--- config.mk ---
export PLATFORM = sky130hd
export DESIGN_NAME = alu_share_arbiter_flat
export DESIGN_NICKNAME = d
export VERILOG_FILES = /design/src/rtl/alu_share_arbiter_if.sv /design/src/rtl/alu_share_arbiter.sv /design/src/flat_wrapper.sv
export SDC_FILE = /design/constraint.sdc
export NUM_CORES = 1
export LEC_CHECK = 0
export CAP_MARGIN = 20
export CORE_UTILIZATION = 39
export DETAILED_ROUTE_END_ITERATION = 8
export PLACE_DENSITY = 0.8
export SLEW_MARGIN = 15
export SYNTH_ARGS = -nofsm -noshare
export SYNTH_HDL_FRONTEND = slang
export SYNTH_SLANG_ARGS = --single-unit
--- constraint.sdc ---
create_clock -name clk -period 1.8 [get_ports clk]
set_input_delay 0.45 -clock clk [delete_from_list [all_inputs] [get_ports clk]]
set_output_delay 0.45 -clock clk [all_outputs]
set_load 0.01 [all_outputs]
--- src/rtl/alu_share_arbiter_if.sv ---
`default_nettype none
// ============================================================================
// Module      : alu_share_arbiter_if
// Description : Requester, ALU and response bundle for the shared-ALU arbiter.
// Revision    : 1.0
// ============================================================================
interface alu_share_arbiter_if #(
    parameter int WIDTH = 8,
    parameter int OPW   = 3
);
    logic             req0_valid;
    logic             req0_ready;
    logic [WIDTH-1:0] req0_a;
    logic [WIDTH-1:0] req0_b;
    logic             req0_cin;
    logic [OPW-1:0]   req0_op;

    logic             req1_valid;
    logic             req1_ready;
    logic [WIDTH-1:0] req1_a;
    logic [WIDTH-1:0] req1_b;
    logic             req1_cin;
    logic [OPW-1:0]   req1_op;

    logic [WIDTH-1:0] alu_a;
    logic [WIDTH-1:0] alu_b;
    logic             alu_cin;
    logic [OPW-1:0]   alu_s;
    logic [WIDTH-1:0] alu_out;
    logic             alu_cout;

    logic             rsp_valid;
    logic             rsp_ready;
    logic             rsp_id;
    logic [WIDTH-1:0] rsp_result;
    logic             rsp_cout;

    // Arbiter side
    modport slave (
        input  req0_valid, req0_a, req0_b, req0_cin, req0_op,
        output req0_ready,
        input  req1_valid, req1_a, req1_b, req1_cin, req1_op,
        output req1_ready,
        output alu_a, alu_b, alu_cin, alu_s,
        input  alu_out, alu_cout,
        output rsp_valid, rsp_id, rsp_result, rsp_cout,
        input  rsp_ready
    );

    // Requester / ALU / consumer side
    modport master (
        output req0_valid, req0_a, req0_b, req0_cin, req0_op,
        input  req0_ready,
        output req1_valid, req1_a, req1_b, req1_cin, req1_op,
        input  req1_ready,
        input  alu_a, alu_b, alu_cin, alu_s,
        output alu_out, alu_cout,
        input  rsp_valid, rsp_id, rsp_result, rsp_cout,
        output rsp_ready
    );
endinterface
`default_nettype wire

--- src/rtl/alu_share_arbiter.sv ---
`default_nettype none
// ============================================================================
// Module      : alu_share_arbiter
// Description : Round-robin sharing of one combinational ALU by two requesters,
//               with registered operands and a tagged valid/ready response.
// Revision    : 1.0
// ============================================================================
module alu_share_arbiter #(
    parameter int WIDTH = 8,
    parameter int OPW   = 3
) (
    input  wire logic          clk,
    input  wire logic          rst_n,
    alu_share_arbiter_if.slave bus
);

    typedef enum logic [1:0] {
        S_IDLE  = 2'd0,
        S_ISSUE = 2'd1,
        S_HOLD  = 2'd2
    } state_t;

    state_t           state_q,      state_d;
    logic             last_grant_q, last_grant_d;
    logic [WIDTH-1:0] alu_a_q,      alu_a_d;
    logic [WIDTH-1:0] alu_b_q,      alu_b_d;
    logic             alu_cin_q,    alu_cin_d;
    logic [OPW-1:0]   alu_s_q,      alu_s_d;
    logic             rsp_valid_q,  rsp_valid_d;
    logic             rsp_id_q,     rsp_id_d;
    logic [WIDTH-1:0] rsp_result_q, rsp_result_d;
    logic             rsp_cout_q,   rsp_cout_d;

    logic grant;
    logic ready0;
    logic ready1;

    always_ff @(posedge clk or negedge rst_n) begin
        if (!rst_n) begin
            state_q      <= S_IDLE;
            last_grant_q <= 1'b1;
            alu_a_q      <= '0;
            alu_b_q      <= '0;
            alu_cin_q    <= 1'b0;
            alu_s_q      <= '0;
            rsp_valid_q  <= 1'b0;
            rsp_id_q     <= 1'b0;
            rsp_result_q <= '0;
            rsp_cout_q   <= 1'b0;
        end else begin
            state_q      <= state_d;
            last_grant_q <= last_grant_d;
            alu_a_q      <= alu_a_d;
            alu_b_q      <= alu_b_d;
            alu_cin_q    <= alu_cin_d;
            alu_s_q      <= alu_s_d;
            rsp_valid_q  <= rsp_valid_d;
            rsp_id_q     <= rsp_id_d;
            rsp_result_q <= rsp_result_d;
            rsp_cout_q   <= rsp_cout_d;
        end
    end

    always_comb begin
        state_d      = state_q;
        last_grant_d = last_grant_q;
        alu_a_d      = alu_a_q;
        alu_b_d      = alu_b_q;
        alu_cin_d    = alu_cin_q;
        alu_s_d      = alu_s_q;
        rsp_valid_d  = rsp_valid_q;
        rsp_id_d     = rsp_id_q;
        rsp_result_d = rsp_result_q;
        rsp_cout_d   = rsp_cout_q;

        // A lone requester wins outright; a tie goes to whoever did not win last.
        grant  = (bus.req0_valid && bus.req1_valid) ? ~last_grant_q : bus.req1_valid;
        ready0 = rst_n && (state_q == S_IDLE) && !grant && bus.req0_valid;
        ready1 = rst_n && (state_q == S_IDLE) &&  grant && bus.req1_valid;

        case (state_q)
            S_IDLE: begin
                if (ready0 || ready1) begin
                    state_d      = S_ISSUE;
                    last_grant_d = grant;
                    alu_a_d      = grant ? bus.req1_a   : bus.req0_a;
                    alu_b_d      = grant ? bus.req1_b   : bus.req0_b;
                    alu_cin_d    = grant ? bus.req1_cin : bus.req0_cin;
                    alu_s_d      = grant ? bus.req1_op  : bus.req0_op;
                end
            end
            S_ISSUE: begin
                // last_grant_q already names the requester that owns this operation.
                state_d      = S_HOLD;
                rsp_valid_d  = 1'b1;
                rsp_id_d     = last_grant_q;
                rsp_result_d = bus.alu_out;
                rsp_cout_d   = bus.alu_cout;
            end
            S_HOLD: begin
                if (bus.rsp_ready) begin
                    state_d     = S_IDLE;
                    rsp_valid_d = 1'b0;
                end
            end
            default: state_d = S_IDLE;
        endcase
    end

    assign bus.req0_ready = ready0;
    assign bus.req1_ready = ready1;
    assign bus.alu_a      = alu_a_q;
    assign bus.alu_b      = alu_b_q;
    assign bus.alu_cin    = alu_cin_q;
    assign bus.alu_s      = alu_s_q;
    assign bus.rsp_valid  = rsp_valid_q;
    assign bus.rsp_id     = rsp_id_q;
    assign bus.rsp_result = rsp_result_q;
    assign bus.rsp_cout   = rsp_cout_q;

endmodule
`default_nettype wire
--- src/flat_wrapper.sv ---
// flat-port wrapper written by rule: the top's interface ports become plain ports
module alu_share_arbiter_flat 
#(
    parameter int WIDTH = 8,
    parameter int OPW   = 3
)
  (clk, rst_n, bus_req0_valid, bus_req0_a, bus_req0_b, bus_req0_cin, bus_req0_op, bus_req0_ready, bus_req1_valid, bus_req1_a, bus_req1_b, bus_req1_cin, bus_req1_op, bus_req1_ready, bus_alu_a, bus_alu_b, bus_alu_cin, bus_alu_s, bus_alu_out, bus_alu_cout, bus_rsp_valid, bus_rsp_id, bus_rsp_result, bus_rsp_cout, bus_rsp_ready);
  alu_share_arbiter_if #(.WIDTH(WIDTH), .OPW(OPW)) bus_i ();
  input  wire logic clk;
  input  wire logic rst_n;
  input wire logic [$bits(bus_i.req0_valid)-1:0] bus_req0_valid;
  input wire logic [$bits(bus_i.req0_a)-1:0] bus_req0_a;
  input wire logic [$bits(bus_i.req0_b)-1:0] bus_req0_b;
  input wire logic [$bits(bus_i.req0_cin)-1:0] bus_req0_cin;
  input wire logic [$bits(bus_i.req0_op)-1:0] bus_req0_op;
  output wire logic [$bits(bus_i.req0_ready)-1:0] bus_req0_ready;
  input wire logic [$bits(bus_i.req1_valid)-1:0] bus_req1_valid;
  input wire logic [$bits(bus_i.req1_a)-1:0] bus_req1_a;
  input wire logic [$bits(bus_i.req1_b)-1:0] bus_req1_b;
  input wire logic [$bits(bus_i.req1_cin)-1:0] bus_req1_cin;
  input wire logic [$bits(bus_i.req1_op)-1:0] bus_req1_op;
  output wire logic [$bits(bus_i.req1_ready)-1:0] bus_req1_ready;
  output wire logic [$bits(bus_i.alu_a)-1:0] bus_alu_a;
  output wire logic [$bits(bus_i.alu_b)-1:0] bus_alu_b;
  output wire logic [$bits(bus_i.alu_cin)-1:0] bus_alu_cin;
  output wire logic [$bits(bus_i.alu_s)-1:0] bus_alu_s;
  input wire logic [$bits(bus_i.alu_out)-1:0] bus_alu_out;
  input wire logic [$bits(bus_i.alu_cout)-1:0] bus_alu_cout;
  output wire logic [$bits(bus_i.rsp_valid)-1:0] bus_rsp_valid;
  output wire logic [$bits(bus_i.rsp_id)-1:0] bus_rsp_id;
  output wire logic [$bits(bus_i.rsp_result)-1:0] bus_rsp_result;
  output wire logic [$bits(bus_i.rsp_cout)-1:0] bus_rsp_cout;
  input wire logic [$bits(bus_i.rsp_ready)-1:0] bus_rsp_ready;
  assign bus_i.req0_valid = bus_req0_valid;
  assign bus_i.req0_a = bus_req0_a;
  assign bus_i.req0_b = bus_req0_b;
  assign bus_i.req0_cin = bus_req0_cin;
  assign bus_i.req0_op = bus_req0_op;
  assign bus_req0_ready = bus_i.req0_ready;
  assign bus_i.req1_valid = bus_req1_valid;
  assign bus_i.req1_a = bus_req1_a;
  assign bus_i.req1_b = bus_req1_b;
  assign bus_i.req1_cin = bus_req1_cin;
  assign bus_i.req1_op = bus_req1_op;
  assign bus_req1_ready = bus_i.req1_ready;
  assign bus_alu_a = bus_i.alu_a;
  assign bus_alu_b = bus_i.alu_b;
  assign bus_alu_cin = bus_i.alu_cin;
  assign bus_alu_s = bus_i.alu_s;
  assign bus_i.alu_out = bus_alu_out;
  assign bus_i.alu_cout = bus_alu_cout;
  assign bus_rsp_valid = bus_i.rsp_valid;
  assign bus_rsp_id = bus_i.rsp_id;
  assign bus_rsp_result = bus_i.rsp_result;
  assign bus_rsp_cout = bus_i.rsp_cout;
  assign bus_i.rsp_ready = bus_rsp_ready;
  alu_share_arbiter #(.WIDTH(WIDTH), .OPW(OPW)) u_core (.clk(clk), .rst_n(rst_n), .bus(bus_i));
endmodule
# Word level (Yosys, flattened, before mapping)
# Cells that the tools add are included.
classes:
  eq_ne: 4
  n_mux: 10
  bitwise_logic: 1
  n_reduce_logical: 13
op_table:
  columns: ["operator", "n"]
  rows:
  - ["$mux 8", 2]
  - ["$logic_and 1x1->1", 6]
  - ["$pmux 2 s3", 1]
  - ["$reduce_and 2->1", 3]
  - ["$mux 2", 2]
  - ["$ne 2x2->1 const B", 2]
  - ["$mux 1", 3]
  - ["$mux 3", 1]
  - ["$eq 2x1->1 const B", 1]
  - ["$eq 2x2->1 const B", 1]
  - ["$logic_not 2->1", 1]
  - ["$pmux 1 s2", 1]
  - ["$reduce_bool 2->1", 1]
  - ["$logic_not 1->1", 1]
  - ["$logic_or 1x1->1", 1]
  - ["$not 1->1", 1]
word_totals:
  ff_bits: 34
  input_bits: 54
  output_inout_bits: 33
  word_cells: 38

# Depth between registers and ports, before layout
# Gate-level depths: netlist of the first run.
logic_depth:
  depth_word: 8
  depth_mapped: 4
  mapped_depth_nobuf: 3

# Worst setup path after synthesis of the first run
# No wires, ideal clock.
synth_path:
  path_kind: "input to output"
  start: "in bus_req1_valid"
  end: "out bus_req1_ready"
  arrival_time_ns: 1.275
  required_ns: 1.350
  path_slack_ns: 0.075
  path_stages: 3
  path_buffers: 1
  path_cell_list: "a21bo_2 buf_6 nor4b_1"
synth_between:
  elab_chain_cells: 4
synth_rtl:
  columns: ["item", "line", "source"]
  rows:
  - ["start, declared", "flat_wrapper.sv:17", "input wire logic [$bits(bus_i.req1_valid)-1:0] bus_req1_valid;"]
  - ["$logic_and 1x1->1", "alu_share_arbiter.sv:77", "grant = (bus.req0_valid && bus.req1_valid) ? ~last_grant_q : bus.req1_valid;"]
  - ["$mux 1", "alu_share_arbiter.sv:77", null]
  - ["$logic_and 1x1->1", "alu_share_arbiter.sv:79", "ready1 = rst_n && (state_q == S_IDLE) && grant && bus.req1_valid;"]
  - ["$logic_and 1x1->1 (*)", "alu_share_arbiter.sv:79", null]
  - ["end, declared", "flat_wrapper.sv:22", "output wire logic [$bits(bus_i.req1_ready)-1:0] bus_req1_ready;"]
# Every way passes the cells marked *; elsewhere a longest branch is shown, timed or not.

# Final worst setup path of the first run
layout_path:
  start: "reg u_core.state_q[0]"
  end: "out bus_req0_ready"
layout_between:
  elab_chain_cells: 4
layout_rtl:
  columns: ["item", "line", "source"]
  rows:
  - ["start, declared", "alu_share_arbiter.sv:23", "state_t state_q, state_d;"]
  - ["start signal, assigned", "alu_share_arbiter.sv:51", "state_q <= state_d;"]
  - ["$logic_not 2->1", "alu_share_arbiter.sv:78", "ready0 = rst_n && (state_q == S_IDLE) && !grant && bus.req0_valid;"]
  - ["$logic_and 1x1->1 (3 in a row)", "alu_share_arbiter.sv:78", null]
  - ["end, declared", "flat_wrapper.sv:16", "output wire logic [$bits(bus_i.req0_ready)-1:0] bus_req0_ready;"]
# Every way passes these cells.

==> impl_results.md, run 1 <==
* Final-layout fill cell count at around 280
* CP Data Required Time at between 1 and 1.5 ns
* Arrival @ worst endpoint at 1.30 ns
* Relative slew slack at 0.763
* Buf+Inv Stages, Crit Path at 1
* Worst Hold Class: input pin to async pin
* FMAX at 570 MHz
* Initial Utilization at 0.408
* Routability cong. at between 0.7 and 0.8
* Via count at 1382
* Global Route Usage Sum at 0.221
* Worst Setup Path Type: flip-flop to primary output
* Final setup vio count at 0
* N_diodes at 0
* Avg Cell Area, Syn at between 10 and 15 um^2
* Number of core rows at 23
* Via density at about 5.3
* Critical path, cell by cell: nor3b_4 > nor3b_2 > buf_2
* Max Cap Viol at 0
* PortBufs at 86
* Synthesized net count at 165
* Worst Tran Pin Value at between 0.3 and 0.4 ns
* Reg clk slew, reported paths at 0.07 ns
* Max VDD drop at approximately 0.74 mV
* Max H-tree Level at 2
* Clk Latency, worst-skew pair at approximately 0.29 ns
* Clock skew at ~0.0033 ns
* CTS max path bufs at 2
* Largest stage delay, worst path at about 0.44 ns
* Num CTS Buffers at 5
* Initial DRC Count at 65
* Area Overhead vs Synth at 66.2%
* TritonCTS Sinks at 34
* Routed Antenna Nets at 0
* Total congestion overflow at 0
* Status: finished, final reports clean
* Startpoint types: flip-flop
* I/O Pins at 87
* Synth Warn # at 0
* First-pass GRT wire length at roughly 7000 um
* Final worst-path cycle share at 0.974
* Mapped Area at roughly 0.0016 mm^2
* Post-DP HPWL at roughly 3500 um
* Final Non-Filler Cells at 260
* Final nets at between 200 and 300
* Crit-path leading delay family: flip-flops
* DRC viols at 0
* Slowest cell on crit path: dfrtp_2
* RSZ-0062 raised after global routing: no
* Drt first pass iters at 4
* Sequential element share of the synthesized area at 0.518
* Vias in the first global route at 1428
* Fin Hold WS at 0.230 ns
* Initial antenna violation count at 0
* Die H at 66.9 um
* Die area at 0.00448 mm^2
* Synth Register Bits at 34
* Netlist cell types at 23
* Leak at 1.06 nW
* Routed WL at approximately 4700 um
* Mapped Cells at between 100 and 150
* Avg WL per Cell at 18.1 um
* Post-CTS Hold Fix Bufs at 0
* CP max FO at 3
* Largest area contributor in the netlist: dfrtp_1
* Final Hold Fails at 0
* Top cell type's share of synthesized area at 0.502
* Layout cell share with drive strength beyond 1 at 0.252
* Setup crit end kind: primary output
* Post-layout util at 0.678
* R2R cell count at 5
* Die X at about 67 um
* Slew Limit Fails at 0
* CTS tree: done
* Clock period minus worst slack at 1.75 ns
* Dpl cells at between 200 and 300
* Ranking of synthesized cells by area: dfrtp_1 (50%), a2bb2oi_2 (17%), o32ai_1 (11%), mux2_1 (6.8%), buf_12 (2.4%)
* Power Density at around 1400 mW/mm^2
* Crit path depth at 3
* CTS root buffer: clkbuf_8
* Largest net degree at the start of global routing at 24
* Core outline area at 0.00403 mm^2
-- worst paths after layout --
path | startpoint | endpoint | slack (ns)
max in group asynchronous | rst_n | u_core.last_grant_q | 1.21
setup / recovery | u_core.state_q[0] | bus_req0_ready | 0.05
min in group clk | u_core.bus.rsp_result[6] | u_core.bus.rsp_result[6] | 0.48
hold reg to reg | u_core.bus.rsp_result[6] | u_core.bus.rsp_result[6] | 0.48
setup reg to reg | u_core.state_q[0] | u_core.bus.alu_a[5] | 0.18
hold / removal | rst_n | u_core.bus.alu_s[0] | 0.23
-- per-layer routing --
metal  global-route usage  vias up  share of wire
met5                    0        -              0
met2                0.390       60           0.54
met3               0.0753        6          0.070
met4               0.0851        0         0.0098
met1                0.241      674           0.38
li1                     -      642              -
-- timing repair --
item | CTS | global route
gates resized for setup | 15 | 3
pin swaps | 1 | 0
setup endpoints to repair | 21 | 2
setup buffers | 1 | 0
-- power by group --
part	internal [mW]	leakage [nW]	switching, mW
registers	1.13	0.379	0.248
logic	1.18	0.625	0.692
clock network	0.386	0.0575	0.281
total	2.69	1.06	1.22
-- registers in the layout, summed over array words and instances (netlist names) --
name and flops:
u_core.bus.alu_a 8, u_core.bus.alu_b 8, u_core.bus.alu_cin 1, u_core.bus.alu_s 3, u_core.bus.rsp_cout 1, u_core.bus.rsp_id 1, u_core.bus.rsp_result 8, u_core.bus.rsp_valid 1
u_core.last_grant_q 1, u_core.state_q 2
-- synth_stat cells --
master	n
o21a_4	1
a2bb2oi_2	19
a21bo_2	1
nor3b_1	2
inv_1	1
buf_6	1
mux2_1	10
buf_4	1
buf_2	5
dfstp_2	1
inv_2	1
or2_1	1
a31oi_1	1
dfrtp_1	33
o32ai_1	20
a21oi_1	3
nor3b_4	1
nor2b_1	2
a2bb2oi_1	1
nor4b_1	1
nand2_1	1
clkbuf_1	2
buf_12	2
-- layout by cell type, fill, tap and decap left out, types with 2 or more instances in the layout --
master / instances
buf_4: 14
dfrtp_1: 32
a21oi_1: 3
clkdlybuf4s50_1: 81
mux2_1: 10
buf_2: 2
clkdlybuf4s15_1: 2
a2bb2oi_2: 19
clkbuf_8: 8
o32ai_1: 20
buf_12: 2
nor2b_1: 2
-- metrics by stage --
step | area [um^2] | power [mW] | setup WS (ns) | setup TNS, ns
final | 2730 | 3.92 | 0.0471 | 0
after floorplan | 1640 | 2.25 | 0.0749 | 0
after global placement | 2610 | 3.18 | -0.700 | -7.51
after detailed placement | 2610 | 3.27 | -0.684 | -9.27
after global routing | 2730 | 4.12 | 0.00253 | 0
after CTS | 2730 | 3.95 | 0.0286 | 0
-- cells by family after synthesis --
group | Yosys count | share of synthesized area
compound gates | 46 | 0.314
flops | 34 | 0.518
buf+inv | 13 | 0.0601
mux | 10 | 0.0685
simple gates | 8 | 0.0396
-- area by class of cell --
cell class	instances	area, um^2	area share
clock buffer	8	110	0.0403
inverter	2	7.51	0.00275
multi-input combinational	64	704	0.258
sequential	34	853	0.312
tap	50	62.6	0.0229
timing repair buffer	102	995	0.364
Note: power is estimated with default switching activity, not from simulation.
==> inputs of run 2 (changes only) <==
==> constraint.sdc (replaced) <==
create_clock -name clk -period 1.8 [get_ports clk]
set_input_delay 0.18 -clock clk [delete_from_list [all_inputs] [get_ports clk]]
set_output_delay 0.18 -clock clk [all_outputs]
set_load 0.01 [all_outputs]
==> impl_results.md, run 2 (synthesized netlist as in run 1, its figures left out) <==
* N_diodes at 0 (unchanged)
* Worst Hold Class: input pin to async pin (unchanged)
* Setup bufs post-CTS at 0 (was 1)
* Global-route met2 utilization at 0.362 (was 0.390)
* Die area at 0.00448 mm^2 (unchanged)
* Core outline area at 0.00403 mm^2 (unchanged)
* Worst Setup Path Type: input pin to primary output (was flip-flop to primary output)
* TritonCTS Sinks at 34 (unchanged)
* Most Crowded Layer GR: met2 (unchanged)
* FMAX at 596 MHz (was 570 MHz)
* CTS root buffer: clkbuf_8 (unchanged)
* Max Cap Viol at 0 (unchanged)
* Routed WL at 4420 um (was 4710 um)
* CP Data Required Time at 1.62 ns (was 1.35 ns)
* Drt first pass iters at 4 (unchanged)
* Initial Utilization at 0.408 (unchanged)
* Final nets at 258 (was 263)
* Initial DRC Count at 44 (was 65)
* PortBufs at 86 (unchanged)
* Status: finished, final reports clean (unchanged)
* Dpl cells at 247 (was 251)
* DRC viols at 0 (unchanged)
* Most frequent cells in the layout: clkdlybuf4s50_1 (84), dfrtp_1 (33), o32ai_1 (20) (was clkdlybuf4s50_1 (81), dfrtp_1 (32), o32ai_1 (20))
* Global Route Usage Sum at 0.201 (was 0.221)
* Leak at 1.03 nW (was 1.06 nW)
* Vias in the first global route at 1368 (was 1428)
* Via count at 1362 (was 1382)
* First-pass GRT wire length at 6480 um (was 7030 um)
* Final Non-Filler Cells at 255 (was 260)
* Max VDD drop at 0.656 mV (was 0.742 mV)
* Final-layout fill cell count at 286 (was 284)
* Final worst-path cycle share at 0.931 (was 0.974)
* Total congestion overflow at 0 (unchanged)
* Clock period minus worst slack at 1.68 ns (was 1.75 ns)
* Clk Latency, worst-skew pair at 0.28 ns (was 0.29 ns)
* Crit-path leading delay family: buffers and inverters (was flip-flops)
* Clock skew at 0.00311 ns (was 0.00330 ns)
* Final instance area at 0.00270 mm^2 (was 0.00273 mm^2)
* Post-DP HPWL at 3310 um (was 3470 um)
* Critical path, cell by cell: clkdlybuf4s50_1 > a21bo_2 > nor4b_1 > dlygate4sd2_1 (was nor3b_4 > nor3b_2 > buf_2)
* Fin Hold WS at 0.338 ns (was 0.230 ns)
* Setup TNS at 0 ns (unchanged)
* Met1 GRT Util at 0.214 (was 0.241)
* RSZ-0062 raised after global routing: no (unchanged)
* Buf+Inv Stages, Crit Path at 2 (was 1)
* Reg clk slew, reported paths at 0.07 ns (about the same)
* Arrival @ worst endpoint at 1.50 ns (was 1.30 ns)
* Most common cell after layout, fill and taps aside: clkdlybuf4s50_1 (unchanged)
* Slowest cell on crit path: clkdlybuf4s50_1 (was dfrtp_2)
* CP max FO at 2 (was 3)
* Num CTS Buffers at 5 (unchanged)
* CTS tree: done (unchanged)
* Relative slew slack at 0.754 (was 0.763)
* Met3 Use GR at 0.0651 (was 0.0753)
* Largest net degree at the start of global routing at 24 (unchanged)
* Avg WL per Cell at 17.3 um (was 18.1 um)
* Routed Antenna Nets at 0 (unchanged)
* Final Hold Fails at 0 (unchanged)
* Post-layout util at 0.669 (was 0.678)
* Worst Tran Pin Value at 0.367 ns (was 0.355 ns)
* CTS max path bufs at 2 (unchanged)
* Via density at 5.34 (was 5.32)
* Number of core rows at 23 (unchanged)
* Area Overhead vs Synth at 63.9% (was 66.2%)
* Die X at 66.9 um (unchanged)
* Largest stage delay, worst path at 0.49 ns (was 0.44 ns)
* Layout cell share with drive strength beyond 1 at 0.210 (was 0.252)
* Initial antenna violation count at 0 (unchanged)
* Slew Limit Fails at 0 (unchanged)
* Die H at 66.9 um (unchanged)
* Final setup vio count at 0 (unchanged)
* Setup crit end kind: primary output (unchanged)
* Startpoint types: input pin (was flip-flop)
* I/O Pins at 87 (unchanged)
* Dpl cell area at 0.00258 mm^2 (was 0.00261 mm^2)
* Power Density at 1440 mW/mm^2 (was 1430 mW/mm^2)
* Routability cong. at 0.730 (was 0.759)
* Max H-tree Level at 2 (unchanged)
-- run 2: changes by cell type in the layout (fill, tap and decap cells not counted), sizes merged --
cell	before	now
clkbuf	8	5
bufinv	0	1
clkdlybuf4s50	81	84
clkdlybuf4s15	2	0
clkinvlp	0	2
buf	18	11
dlygate4sd2	1	2
-- run 2: through the flow --
stage | total power [mW] | setup WS, ns
detailed placement | 3.24 | -0.173
global route | 4.11 | 0.0809
floorplan | 2.25 | 0.450
CTS | 3.93 | 0.100
global placement | 3.15 | -0.190
finish | 3.89 | 0.123
-- run 2: path summary, 6_finish.rpt --
| check | start | endpoint | slack [ns] | depth (start not counted) |
|---|---|---|---|---|
| worst max-delay path | bus_req1_valid | bus_req1_ready | 0.12 | 4 |
| worst min-delay path | rst_n | u_core.state_q[1] | 0.34 | 2 |
| worst max register to register | u_core.state_q[0] | u_core.bus.alu_a[0] | 0.16 | 5 |
| worst min register to register | u_core.bus.rsp_cout | u_core.bus.rsp_cout | 0.49 | 1 |
| max in group asynchronous | rst_n | u_core.last_grant_q | 1.21 | 2 |
| min in group clk | u_core.bus.rsp_cout | u_core.bus.rsp_cout | 0.49 | 1 |
-- run 2: timing repair --
item | 4_1_cts | 5_1_grt
hold endpoints to repair | 0 | 0
setup endpoints to repair | 2 | 0
gates resized for setup | 2 | 0
hold buffers | 0 | 0
-- run 2: layer usage --
| layer | routed length (um) | vias to the layer above | share of wire |
|---|---|---|---|
| met2 | 2340 | 49 | 0.53 |
| met3 | 279 | 4 | 0.063 |
| met4 | 59 | 0 | 0.013 |
| li1 | - | 630 | - |
| met5 | 0 | - | 0 |
| met1 | 1740 | 679 | 0.39 |
-- run 2: layout make-up --
type                       count  area, um^2  area share
timing repair buffer          97         966       0.358
sequential                    34         852       0.316
multi-input combinational     64         693       0.257
clock buffer                   5        68.8      0.0255
tap                           50        62.6      0.0232
clock inverter                 3        45.0      0.0167
inverter                       2        7.51     0.00279
-- run 2: power breakdown --
group	leakage, nW	switching (mW)	internal, mW
combinational	0.599	0.673	1.15
sequential	0.380	0.249	1.12
clock	0.0504	0.281	0.411
total	1.03	1.20	2.69
